===== config.mk =====
export PLATFORM = sky130hd
export DESIGN_NAME = ps2_host_flat
export DESIGN_NICKNAME = d
export VERILOG_FILES = /design/src/rtl/ps2_host_if.sv /design/src/rtl/ps2_host.sv /design/src/flat_wrapper.sv
export SDC_FILE = /design/constraint.sdc
export NUM_CORES = 1
export LEC_CHECK = 0
export ABC_CLOCK_PERIOD_IN_PS = 4300
export BUFFER_PORTS_ARGS = -buffer_cell sky130_fd_sc_hd__buf_2
export CAP_MARGIN = 20
export CORE_MARGIN = 5
export CORE_UTILIZATION = 55
export CTS_CLUSTER_DIAMETER = 80
export DETAILED_ROUTE_END_ITERATION = 12
export GPL_ROUTABILITY_DRIVEN = 0
export GPL_TIMING_DRIVEN = 0
export PLACE_DENSITY = 0.75
export REMOVE_ABC_BUFFERS = 1
export SYNTH_ARGS = -nofsm -noshare
export SYNTH_HDL_FRONTEND = slang
export SYNTH_SLANG_ARGS = --single-unit
export TNS_END_PERCENT = 100

===== constraint.sdc =====
create_clock -name clk -period 4.3 [get_ports clk]
set_clock_uncertainty 0.15 [all_clocks]
set_input_delay 1.29 -clock clk [delete_from_list [all_inputs] [get_ports clk]]
set_output_delay 1.29 -clock clk [all_outputs]
set_load 0.02 [all_outputs]

===== src/rtl/ps2_host_if.sv =====
`timescale 1ns/1ps
// ps2_host_if
// Host-side bus of the PS/2 host controller: command byte handshake toward the
// device and the receive FIFO / status pulses toward the keyboard decoder.
//   tx_valid/tx_data/tx_ready : command byte offer and acceptance
//   tx_done/tx_fail           : one-cycle transmit outcome pulses
//   rx_valid/rx_data/rx_pop   : first-word-fall-through receive FIFO head
//   rx_level                  : FIFO occupancy
//   rx_err/rx_overflow        : one-cycle receive status pulses
// master = decoder side, slave = ps2_host side.
interface ps2_host_if #(
    parameter int unsigned FIFO_DEPTH = 8
);
    localparam int unsigned LW = $clog2(FIFO_DEPTH) + 1;

    logic          tx_valid;
    logic [7:0]    tx_data;
    logic          tx_ready;
    logic          tx_done;
    logic          tx_fail;
    logic          rx_valid;
    logic [7:0]    rx_data;
    logic          rx_pop;
    logic [LW-1:0] rx_level;
    logic          rx_err;
    logic          rx_overflow;

    modport master (
        output tx_valid, tx_data, rx_pop,
        input  tx_ready, tx_done, tx_fail, rx_valid, rx_data, rx_level, rx_err, rx_overflow
    );

    modport slave (
        input  tx_valid, tx_data, rx_pop,
        output tx_ready, tx_done, tx_fail, rx_valid, rx_data, rx_level, rx_err, rx_overflow
    );
endinterface


===== src/rtl/ps2_host.sv =====
`timescale 1ns/1ps
// ps2_host
// PS/2 host controller between the open-drain PS/2 pads and the keyboard
// decoder. Receives device frames into a FIFO with start/stop/odd-parity
// checking, transmits command bytes with inhibit/request sequencing, checks the
// device ACK and retries on NACK or line timeout.
// Ports:
//   clk, resetn               : system clock, asynchronous active-low reset
//   ps2_clk_in, ps2_data_in   : raw (unsynchronised) pad inputs
//   ps2_clk_oe, ps2_data_oe   : 1 = pull the corresponding line low
//   host                      : ps2_host_if.slave (tx handshake, rx FIFO, status)
module ps2_host #(
    parameter int unsigned CLK_HZ      = 25_125_000,
    parameter int unsigned FIFO_DEPTH  = 8,
    parameter int unsigned DEBOUNCE    = 5,
    parameter int unsigned MAX_RETRIES = 2,
    parameter int unsigned TIMEOUT_US  = 2000
) (
    input  logic        clk,
    input  logic        resetn,
    input  logic        ps2_clk_in,
    input  logic        ps2_data_in,
    output logic        ps2_clk_oe,
    output logic        ps2_data_oe,
    ps2_host_if.slave   host
);
    // Protocol delays in clock cycles, rounded up; 64-bit to avoid overflow.
    localparam logic [63:0] INHIBIT_CYC = (64'(CLK_HZ) * 64'd100 + 64'd999_999) / 64'd1_000_000;
    localparam logic [63:0] REQ_CYC     = (64'(CLK_HZ) * 64'd20 + 64'd999_999) / 64'd1_000_000;
    localparam logic [63:0] TIMEOUT_CYC = (64'(CLK_HZ) * 64'(TIMEOUT_US) + 64'd999_999) / 64'd1_000_000;
    localparam logic [63:0] MAX_CYC     = (INHIBIT_CYC > TIMEOUT_CYC) ? INHIBIT_CYC : TIMEOUT_CYC;

    localparam int unsigned TMR_W = $clog2(MAX_CYC + 64'd1);
    localparam int unsigned DB_W  = $clog2(DEBOUNCE + 1);
    localparam int unsigned AT_W  = $clog2(MAX_RETRIES + 2);
    localparam int unsigned AW    = $clog2(FIFO_DEPTH);
    localparam int unsigned LW    = AW + 1;

    localparam logic [TMR_W-1:0] INH_LAST = TMR_W'(INHIBIT_CYC - 64'd1);
    localparam logic [TMR_W-1:0] REQ_LAST = TMR_W'(REQ_CYC - 64'd1);
    localparam logic [TMR_W-1:0] TO_LAST  = TMR_W'(TIMEOUT_CYC - 64'd1);
    localparam logic [DB_W-1:0]  DB_LAST  = DB_W'(DEBOUNCE - 1);

    typedef enum logic [2:0] {
        IDLE, RX, TX_INHIBIT, TX_REQ, TX_BITS, TX_ACK, TX_RELEASE
    } state_t;

    // ------------------------------------------------------------------
    // Input path: 2-flop synchronisers, debounce filter on the clock line.
    // ------------------------------------------------------------------
    logic [1:0]      clk_s;
    logic [1:0]      dat_s;
    logic            clk_filt;
    logic [DB_W-1:0] db_cnt;
    logic            fall;
    logic            dat_sync;

    assign dat_sync = dat_s[1];

    always_ff @(posedge clk or negedge resetn) begin
        if (!resetn) begin
            clk_s    <= 2'b11;
            dat_s    <= 2'b11;
            clk_filt <= 1'b1;
            db_cnt   <= '0;
            fall     <= 1'b0;
        end else begin
            clk_s <= {clk_s[0], ps2_clk_in};
            dat_s <= {dat_s[0], ps2_data_in};
            fall  <= 1'b0;
            if (clk_s[1] == clk_filt) begin
                db_cnt <= '0;
            end else if (db_cnt == DB_LAST) begin
                // Level accepted after DEBOUNCE differing samples; the edge
                // strobe is raised in the same cycle the filtered level drops.
                clk_filt <= clk_s[1];
                db_cnt   <= '0;
                fall     <= clk_filt;
            end else begin
                db_cnt <= db_cnt + 1'b1;
            end
        end
    end

    // ------------------------------------------------------------------
    // Protocol FSM
    // ------------------------------------------------------------------
    state_t           state;
    logic [3:0]       bit_cnt;
    logic [9:0]       rx_sh;
    logic [9:0]       tx_frame;
    logic [9:0]       tx_sh;
    logic [TMR_W-1:0] tmr;
    logic [AT_W-1:0]  attempt;
    logic             nack;
    logic             push;
    logic [7:0]       push_data;
    logic             tx_ready;

    assign tx_ready      = (state == IDLE) && clk_filt;
    assign host.tx_ready = tx_ready;

    always_ff @(posedge clk or negedge resetn) begin
        if (!resetn) begin
            state        <= IDLE;
            bit_cnt      <= '0;
            rx_sh        <= '0;
            tx_frame     <= '0;
            tx_sh        <= '0;
            tmr          <= '0;
            attempt      <= '0;
            nack         <= 1'b0;
            push         <= 1'b0;
            push_data    <= '0;
            ps2_clk_oe   <= 1'b0;
            ps2_data_oe  <= 1'b0;
            host.tx_done <= 1'b0;
            host.tx_fail <= 1'b0;
            host.rx_err  <= 1'b0;
        end else begin
            host.tx_done <= 1'b0;
            host.tx_fail <= 1'b0;
            host.rx_err  <= 1'b0;
            push         <= 1'b0;

            unique case (state)
                IDLE: begin
                    if (fall) begin
                        state   <= RX;
                        bit_cnt <= 4'd1;
                        rx_sh   <= {dat_sync, rx_sh[9:1]};
                        tmr     <= '0;
                    end else if (host.tx_valid && tx_ready) begin
                        tx_frame   <= {1'b1, ~^host.tx_data, host.tx_data};
                        attempt    <= AT_W'(1);
                        ps2_clk_oe <= 1'b1;
                        tmr        <= '0;
                        state      <= TX_INHIBIT;
                    end
                end

                RX: begin
                    if (fall) begin
                        tmr     <= '0;
                        rx_sh   <= {dat_sync, rx_sh[9:1]};
                        bit_cnt <= bit_cnt + 1'b1;
                        if (bit_cnt == 4'd10) begin
                            // rx_sh holds start..parity; dat_sync is the stop bit.
                            state <= IDLE;
                            if (!rx_sh[0] && dat_sync && (^rx_sh[9:1])) begin
                                push      <= 1'b1;
                                push_data <= rx_sh[8:1];
                            end else begin
                                host.rx_err <= 1'b1;
                            end
                        end
                    end else if (tmr == TO_LAST) begin
                        host.rx_err <= 1'b1;
                        state       <= IDLE;
                    end else begin
                        tmr <= tmr + 1'b1;
                    end
                end

                TX_INHIBIT: begin
                    if (tmr == INH_LAST) begin
                        ps2_data_oe <= 1'b1;
                        tmr         <= '0;
                        state       <= TX_REQ;
                    end else begin
                        tmr <= tmr + 1'b1;
                    end
                end

                TX_REQ: begin
                    if (tmr == REQ_LAST) begin
                        ps2_clk_oe <= 1'b0;
                        tmr        <= '0;
                        bit_cnt    <= '0;
                        tx_sh      <= tx_frame;
                        state      <= TX_BITS;
                    end else begin
                        tmr <= tmr + 1'b1;
                    end
                end

                TX_BITS: begin
                    if (fall) begin
                        tmr         <= '0;
                        ps2_data_oe <= ~tx_sh[0];
                        tx_sh       <= {1'b0, tx_sh[9:1]};
                        bit_cnt     <= bit_cnt + 1'b1;
                        if (bit_cnt == 4'd9) begin
                            state <= TX_ACK;
                        end
                    end else if (tmr == TO_LAST) begin
                        ps2_clk_oe  <= 1'b0;
                        ps2_data_oe <= 1'b0;
                        nack        <= 1'b1;
                        state       <= TX_RELEASE;
                    end else begin
                        tmr <= tmr + 1'b1;
                    end
                end

                TX_ACK: begin
                    if (fall) begin
                        nack        <= dat_sync;
                        ps2_data_oe <= 1'b0;
                        state       <= TX_RELEASE;
                    end else if (tmr == TO_LAST) begin
                        ps2_clk_oe  <= 1'b0;
                        ps2_data_oe <= 1'b0;
                        nack        <= 1'b1;
                        state       <= TX_RELEASE;
                    end else begin
                        tmr <= tmr + 1'b1;
                    end
                end

                TX_RELEASE: begin
                    if (clk_filt && dat_sync) begin
                        if (!nack) begin
                            host.tx_done <= 1'b1;
                            attempt      <= '0;
                            state        <= IDLE;
                        end else if (32'(attempt) <= MAX_RETRIES) begin
                            attempt    <= attempt + 1'b1;
                            ps2_clk_oe <= 1'b1;
                            tmr        <= '0;
                            state      <= TX_INHIBIT;
                        end else begin
                            host.tx_fail <= 1'b1;
                            attempt      <= '0;
                            state        <= IDLE;
                        end
                    end
                end

                default: state <= IDLE;
            endcase
        end
    end

    // ------------------------------------------------------------------
    // Receive FIFO: circular buffer, first-word-fall-through head.
    // ------------------------------------------------------------------
    logic [7:0]    mem [FIFO_DEPTH];
    logic [AW-1:0] wr_ptr;
    logic [AW-1:0] rd_ptr;
    logic [LW-1:0] count;
    logic          full;
    logic          empty;
    logic          pop_ok;
    logic          push_ok;

    assign full    = (count == LW'(FIFO_DEPTH));
    assign empty   = (count == '0);
    assign pop_ok  = host.rx_pop && !empty;
    // A pop in the same cycle frees the slot a full FIFO needs.
    assign push_ok = push && (!full || pop_ok);

    always_ff @(posedge clk or negedge resetn) begin
        if (!resetn) begin
            wr_ptr           <= '0;
            rd_ptr           <= '0;
            count            <= '0;
            host.rx_overflow <= 1'b0;
        end else begin
            host.rx_overflow <= push && full && !pop_ok;
            if (push_ok) begin
                wr_ptr <= wr_ptr + 1'b1;
            end
            if (pop_ok) begin
                rd_ptr <= rd_ptr + 1'b1;
            end
            unique case ({push_ok, pop_ok})
                2'b10:   count <= count + 1'b1;
                2'b01:   count <= count - 1'b1;
                default: count <= count;
            endcase
        end
    end

    always_ff @(posedge clk) begin
        if (push_ok) begin
            mem[wr_ptr] <= push_data;
        end
    end

    assign host.rx_valid = !empty;
    assign host.rx_data  = mem[rd_ptr];
    assign host.rx_level = count;
endmodule


===== src/flat_wrapper.sv =====
// flat-port wrapper written by rule: the top's interface ports become plain ports
module ps2_host_flat 
#(
    parameter int unsigned CLK_HZ      = 25_125_000,
    parameter int unsigned FIFO_DEPTH  = 8,
    parameter int unsigned DEBOUNCE    = 5,
    parameter int unsigned MAX_RETRIES = 2,
    parameter int unsigned TIMEOUT_US  = 2000
)
  (clk, resetn, ps2_clk_in, ps2_data_in, ps2_clk_oe, ps2_data_oe, host_tx_valid, host_tx_data, host_rx_pop, host_tx_ready, host_tx_done, host_tx_fail, host_rx_valid, host_rx_data, host_rx_level, host_rx_err, host_rx_overflow);
  ps2_host_if #(.FIFO_DEPTH(FIFO_DEPTH)) host_i ();
  input  logic clk;
  input  logic resetn;
  input  logic ps2_clk_in;
  input  logic ps2_data_in;
  output logic ps2_clk_oe;
  output logic ps2_data_oe;
  input wire logic [$bits(host_i.tx_valid)-1:0] host_tx_valid;
  input wire logic [$bits(host_i.tx_data)-1:0] host_tx_data;
  input wire logic [$bits(host_i.rx_pop)-1:0] host_rx_pop;
  output wire logic [$bits(host_i.tx_ready)-1:0] host_tx_ready;
  output wire logic [$bits(host_i.tx_done)-1:0] host_tx_done;
  output wire logic [$bits(host_i.tx_fail)-1:0] host_tx_fail;
  output wire logic [$bits(host_i.rx_valid)-1:0] host_rx_valid;
  output wire logic [$bits(host_i.rx_data)-1:0] host_rx_data;
  output wire logic [$bits(host_i.rx_level)-1:0] host_rx_level;
  output wire logic [$bits(host_i.rx_err)-1:0] host_rx_err;
  output wire logic [$bits(host_i.rx_overflow)-1:0] host_rx_overflow;
  assign host_i.tx_valid = host_tx_valid;
  assign host_i.tx_data = host_tx_data;
  assign host_i.rx_pop = host_rx_pop;
  assign host_tx_ready = host_i.tx_ready;
  assign host_tx_done = host_i.tx_done;
  assign host_tx_fail = host_i.tx_fail;
  assign host_rx_valid = host_i.rx_valid;
  assign host_rx_data = host_i.rx_data;
  assign host_rx_level = host_i.rx_level;
  assign host_rx_err = host_i.rx_err;
  assign host_rx_overflow = host_i.rx_overflow;
  ps2_host #(.CLK_HZ(CLK_HZ), .FIFO_DEPTH(FIFO_DEPTH), .DEBOUNCE(DEBOUNCE), .MAX_RETRIES(MAX_RETRIES), .TIMEOUT_US(TIMEOUT_US)) u_core (.clk(clk), .resetn(resetn), .ps2_clk_in(ps2_clk_in), .ps2_data_in(ps2_data_in), .ps2_clk_oe(ps2_clk_oe), .ps2_data_oe(ps2_data_oe), .host(host_i));
endmodule

# ---- After elaboration in Yosys (flattened, before gate mapping)
# Memory sizes are Yosys's and may differ from the RTL's.
# Cells that the tools add are included.
dict set report classes {
  n_mux 80
  n_reduce_logical 41
  n_bitwise 3
  n_eq_ne 34
  n_lt_le_gt_ge 1
  n_addsub 8
}
# cell n
set op_table {}
lappend op_table {{$mux W16} 10}
lappend op_table {{$pmux W16 S6} 1}
lappend op_table {{$mux W3} 15}
lappend op_table {{$mux W1} 35}
lappend op_table {{$pmux W3 S7} 1}
lappend op_table {{$mux W10} 2}
lappend op_table {{$pmux W10 S2} 1}
lappend op_table {{$ne A2 B1 Y1 const B} 9}
lappend op_table {{$add A16 B1 Y16 const B} 1}
lappend op_table {{$eq A16 B12 Y1 const B} 1}
lappend op_table {{$eq A16 B16 Y1 const B} 1}
lappend op_table {{$eq A16 B9 Y1 const B} 1}
lappend op_table {{$eq A3 B3 Y1 const B} 4}
lappend op_table {{$eq A4 B4 Y1 const B} 3}
lappend op_table {{$mux W2} 6}
lappend op_table {{$mux W4} 3}
lappend op_table {{$pmux W4 S3} 1}
lappend op_table {{$reduce_and A4 Y1} 3}
lappend op_table {{$ne A2 B2 Y1 const B} 5}
lappend op_table {{$add A3 B1 Y3 const B} 3}
lappend op_table {{$logic_and A1 B1 Y1} 9}
lappend op_table {{$reduce_and A9 Y1} 1}
lappend op_table {{$reduce_xor A9 Y1} 1}
lappend op_table {{$add A4 B1 Y4 const B} 2}
lappend op_table {{31 further kinds} 48}
dict set report word_totals {
  out_inout_bits 20
  n_memories 1
  mem_bits_rw 64
  wordCells 192
  reg_bits 90
  inputBits 14
}
# name words width read_ports rd_ports_with_merged_regs wr line
set memory_table {}
lappend memory_table {u_core.mem 8 8 1 0 1 ps2_host.sv:248} ;# logic [7:0] mem [FIFO_DEPTH];

# ---- Logic depth before layout (Yosys ltp)
dict set report logic_depth {
  word_depth 7
  mapped_depth 11
  mapped_depth_nobuf 11
}

# ---- Worst setup path after synthesis
# OpenSTA, ideal clock, no wires.
dict set report synth_path {
  path_type {reg2out}
  from {reg u_core.rd_ptr[0]}
  to {out host_rx_data[0]}
  path_stages_with_launch 5
  setup_slack_ns 0.678
  path_buffers 2
  required_ns 2.860
  arrival_time_ns 2.182
  cell_sequence {dfrtp_1 -> clkbuf_1 -> buf_1 -> mux4_2 -> mux2_2}
}
dict set report synth_between {
  elab_chain_len 1
}
# element line
set synth_lines {}
lappend synth_lines {{start, declared} ps2_host.sv:250} ;# logic [AW-1:0] rd_ptr;
lappend synth_lines {{start signal, assigned} ps2_host.sv:275} ;# rd_ptr <= rd_ptr + 1'b1;
lappend synth_lines {{$mem_v2 Z8 W8} --}
lappend synth_lines {{end, declared} flat_wrapper.sv:25} ;# output wire logic [$bits(host_i.rx_data)-1:0] host_rx_data;
# No other way between the ends.

# ---- Final worst setup path
dict set report layout_path {
  from {reg u_core.rd_ptr[0]}
  to {out host_rx_data[7]}
}
# Same word-level chain as after synthesis.

==> results_tabular.tex <==
\begin{tabular}{lr}
\hline
Metric & Value \\
\hline
\multicolumn{2}{l}{\textbf{Outcome}} \\
Outcome & finished clean \\
\multicolumn{2}{l}{\textbf{Global routing}} \\
Largest net degree at the start of global routing & 55 \\
First-pass GRT wire length & 22720 µm \\
Antenna violations before repair & 0 \\
Via count of the first global-routing pass & 4469 \\
Total gr overflow & 0 \\
GRT Resource Usage Total & 0.1816 \\
\multicolumn{2}{l}{\textbf{Critical path}} \\
Crit path max fanout & 10 \\
Critical Path RT & 2.86 ns \\
First element of the critical path & u\_core.rd\_ptr[0] \\
Category of the most critical setup path & flip-flop to primary output \\
Type of element launching the critical path & flip-flop \\
Worst EP arrival & 2.31 ns \\
R2r startpoint & u\_core.state[1] \\
Register-to-Register Path Depth & 5 \\
Setup crit end kind & primary output \\
\multicolumn{2}{l}{\textbf{Clock tree}} \\
Root buffer selected by CTS & clkbuf\_16 \\
CTS-repair resized insts & 0 \\
H-tree Lvls & 4 \\
CTS tree & done \\
Post-CTS Setup Repair Bufs & 0 \\
Clk pin slew, worst setup/hold paths & 0.06 ns \\
CTS Hold Buffers Added & 0 \\
Worst-Skew Late Latency & 0.42 ns \\
Number of clock sinks & 154 \\
Cts bufs inserted & 17 \\
Clock tree buffer depth & 2 \\
\multicolumn{2}{l}{\textbf{Cells and area}} \\
Antenna Diode Count & 0 \\
Growth of design area from synthesis to finish & 13.94\% \\
Final Instance Count excl. Fillers & 782 \\
Fraction of final layout cells sized beyond drive strength 1 & 0.2525 \\
Fillers & 949 \\
Number of nets in the final layout & 626 \\
\multicolumn{2}{l}{\textbf{Synth}} \\
Count of different cell masters after synthesis & 59 \\
Largest family of logic cells by synthesized area & multiplexers \\
Area fraction in and, or, nand and nor cells after synthesis & 0.1242 \\
Most area-consuming cells after synthesis & dfrtp\_1, edfxtp\_1, mux2\_2 \\
Synthesized area per cell & 12.81 µm² \\
Arithmetic-cell share of the synthesized area counting full adders, half adders and majority gates & 0.02598 \\
Number of synthesized flops with an enable pin & 64 \\
Synth Cell Area & 7223 µm² \\
Post-synthesis xor/xnor area fraction & 0.02979 \\
Share of Yosys cell area claimed by the top area cell type & 0.2945 \\
Sequential area share after synthesis & 0.5787 \\
Register bit count reported by yosys & 154 \\
Share of synthesized area spent on multiplexers & 0.1417 \\
Primary flip-flop cell chosen by synthesis mapping & dfrtp\_1 \\
Compound-cell area share of the yosys netlist & 0.07951 \\
Post-synth ARST share & 0.5844 \\
Cell count after synthesis & 564 \\
Total number of yosys warnings & 0 \\
Most area-hungry cell type in the Yosys netlist & dfrtp\_1 \\
\multicolumn{2}{l}{\textbf{Power}} \\
Sequential group share of total power & 0.483 \\
Clock network fraction of total power & 0.420 \\
IR Drop Worst-Case VDD & 0.0002727 V \\
Internal power component & 2864 µW \\
Combinational group share of total power & 0.097 \\
Power Total & 3770 µW \\
Net switching power of the design & 906.3 µW \\
Power density relative to cell area & 458.0 nW/µm² \\
Leakage power summed over all cells & 0.003555 µW \\
Net switching share of the total power & 0.2404 \\
\multicolumn{2}{l}{\textbf{Worst hold path}} \\
Hold path depth & 0 \\
Worst min path class & flip-flop to flip-flop \\
Startpoint of the worst hold path & u\_core.clk\_s[0] \\
\multicolumn{2}{l}{\textbf{Placement}} \\
Placed instance count & 750 \\
Port-buffer cells & 33 \\
Half-perimeter wire length of the detailed placement result & 9088 µm \\
\multicolumn{2}{l}{\textbf{Routing}} \\
Number of design-rule violations left by the first detailed-router iteration & 303 \\
Post-DRT Antenna Nets & 0 \\
Total via count in the routed design & 4509 \\
First drt pass iteration count & 5 \\
DR DRC count & 0 \\
Via density per instance & 5.766 \\
Total wirelength of the detailed-routed design & 13480 µm \\
Routed wire per std cell & 17.23 µm \\
\multicolumn{2}{l}{\textbf{Timing}} \\
Max-slew violations & 0 \\
Rel. slew slack & 0.3683 \\
Hold violation count in the final report & 0 \\
Post-route fraction of the period consumed by the critical path & 0.8725 \\
Transition at the pin with the smallest max-transition slack & 0.9440 ns \\
Total Negative Setup Slacks & 0 ns \\
Setup violators final & 0 \\
Minimum clock period after layout & 3.752 ns \\
Maximum operating frequency & 266.5 MHz \\
Smallest hold slack & 0.2045 ns \\
RSZ-0062 raised after global routing & false \\
\multicolumn{2}{l}{\textbf{Floorplan}} \\
Std-Cell Rows & 41 \\
Starting utilization of the core area & 0.5655 \\
Io pins & 34 \\
Die footprint & 15530 µm² \\
Die Width & 124.6 µm \\
Standard cell core area & 12770 µm² \\
Die H & 124.6 µm \\
\multicolumn{2}{l}{\textbf{Run}} \\
Max-cap viol count & 0 \\
\hline
\end{tabular}
[cell usage after synthesis (4+ instances only)]
cell and number:
a21oi_1 14, and3_1 7, or4_1 5, nor3_1 13, o31ai_1 6, buf_1 4
ha_1 15, mux2_2 57, nand3_1 13, o211ai_1 10, clkbuf_1 18, mux4_2 16
xor2_1 4, dfrtp_1 85, dfstp_2 5, nor3b_1 5, nand2b_1 11, nor2_1 27
nand4_1 5, inv_1 14, o21ai_0 23, nand2_1 51, nor2b_1 7, and2_1 5
o21a_1 7, edfxtp_1 64, o22ai_1 5, xnor2_1 18
[layout make-up]
| cell class | count | area (µm²) | share of cell area |
|---|---|---|---|
| clock buffers | 17 | 425.4 | 0.05169 |
| clock inverters | 15 | 205.2 | 0.02493 |
| inverters | 14 | 52.55 | 0.006385 |
| multi-input cells | 372 | 2903 | 0.3527 |
| flip-flops and latches | 154 | 4180 | 0.5079 |
| well taps | 172 | 215.2 | 0.02615 |
| repair buffers | 38 | 249.0 | 0.03025 |
[routing by layer]
| metal | track usage | up-vias | wire length (µm) |
|---|---|---|---|
| met5 | 0 | - | 0 |
| met4 | 0.07221 | 0 | 178 |
| met3 | 0.03602 | 16 | 438 |
| met2 | 0.3117 | 88 | 7106 |
| met1 | 0.2263 | 2249 | 5752 |
| li1 | - | 2156 | - |
[state kept, by name, indices dropped and copies added (netlist names), 2 cells and up]
name	count
u_core.attempt	2
u_core.bit_cnt	4
u_core.clk_s	2
u_core.dat_s	2
u_core.db_cnt	3
u_core.host.rx_level	4
u_core.mem	64
u_core.push_data	8
u_core.rd_ptr	3
u_core.rx_sh	10
u_core.state	3
u_core.tmr	16
u_core.tx_frame	10
u_core.tx_sh	10
u_core.wr_ptr	3
[power groups by stage]
stage	logic (µW)	clock network, µW	registers, µW
after detailed placement	370	0	1840
final	365	1580	1820
after CTS	371	1610	1820
after global placement	342	0	1830
after global routing	417	1680	1850
after floorplan	278	0	1800
[path summary, 6_finish.rpt]
kind,slack [ns],end
max in group asynchronous,2.63,u_core.dat_s[0]
min reg2reg,0.20,u_core.clk_s[1]
min in group asynchronous,0.69,u_core.tmr[9]
max,0.55,host_rx_data[7]
min,0.20,u_core.clk_s[1]
max reg2reg,0.99,u_core.tx_sh[9]
[critical path, stage by stage (launching register included)]
cell and delay [ns]:
dfrtp_1 0.73, buf_16 0.22, mux4_2 0.50, mux2_2 0.28, buf_2 0.16
[cell families after synthesis]
group,Yosys count
adders and majority gates,15
buffers and inverters,38
muxes,75
xor gates and xnor gates,23
DFF,154
AOI/OAI and AO/OA,88
and+or+nand+nor,171
[cell usage in the layout, fill, tap and decap left out, drive strengths merged, types with 6 or more instances in the layout]
cell type	netlist	layout
a21oi	14	14
and3	7	7
buf	6	38
clkbuf	18	17
clkinv	0	9
dfrtp	85	85
edfxtp	64	64
ha	15	15
inv	14	14
mux2	58	58
mux4	16	16
nand2	51	51
nand2b	11	11
nand3	13	13
nor2	27	27
nor2b	7	7
nor3	15	15
o211ai	10	10
o21a	7	7
o21ai	25	25
o31ai	6	6
xnor2	18	18
[metrics by stage]
step	utilization	area (µm²)	worst slack, ns
detailed placement	0.5950	7600	0.9359
CTS	0.6443	8230	0.4644
floorplan	-	7131	1.066
global placement	0.5880	7511	0.6635
finish	0.6443	8230	0.5482
global route	0.6443	8230	0.4026
(Power assumes the default switching activity.)
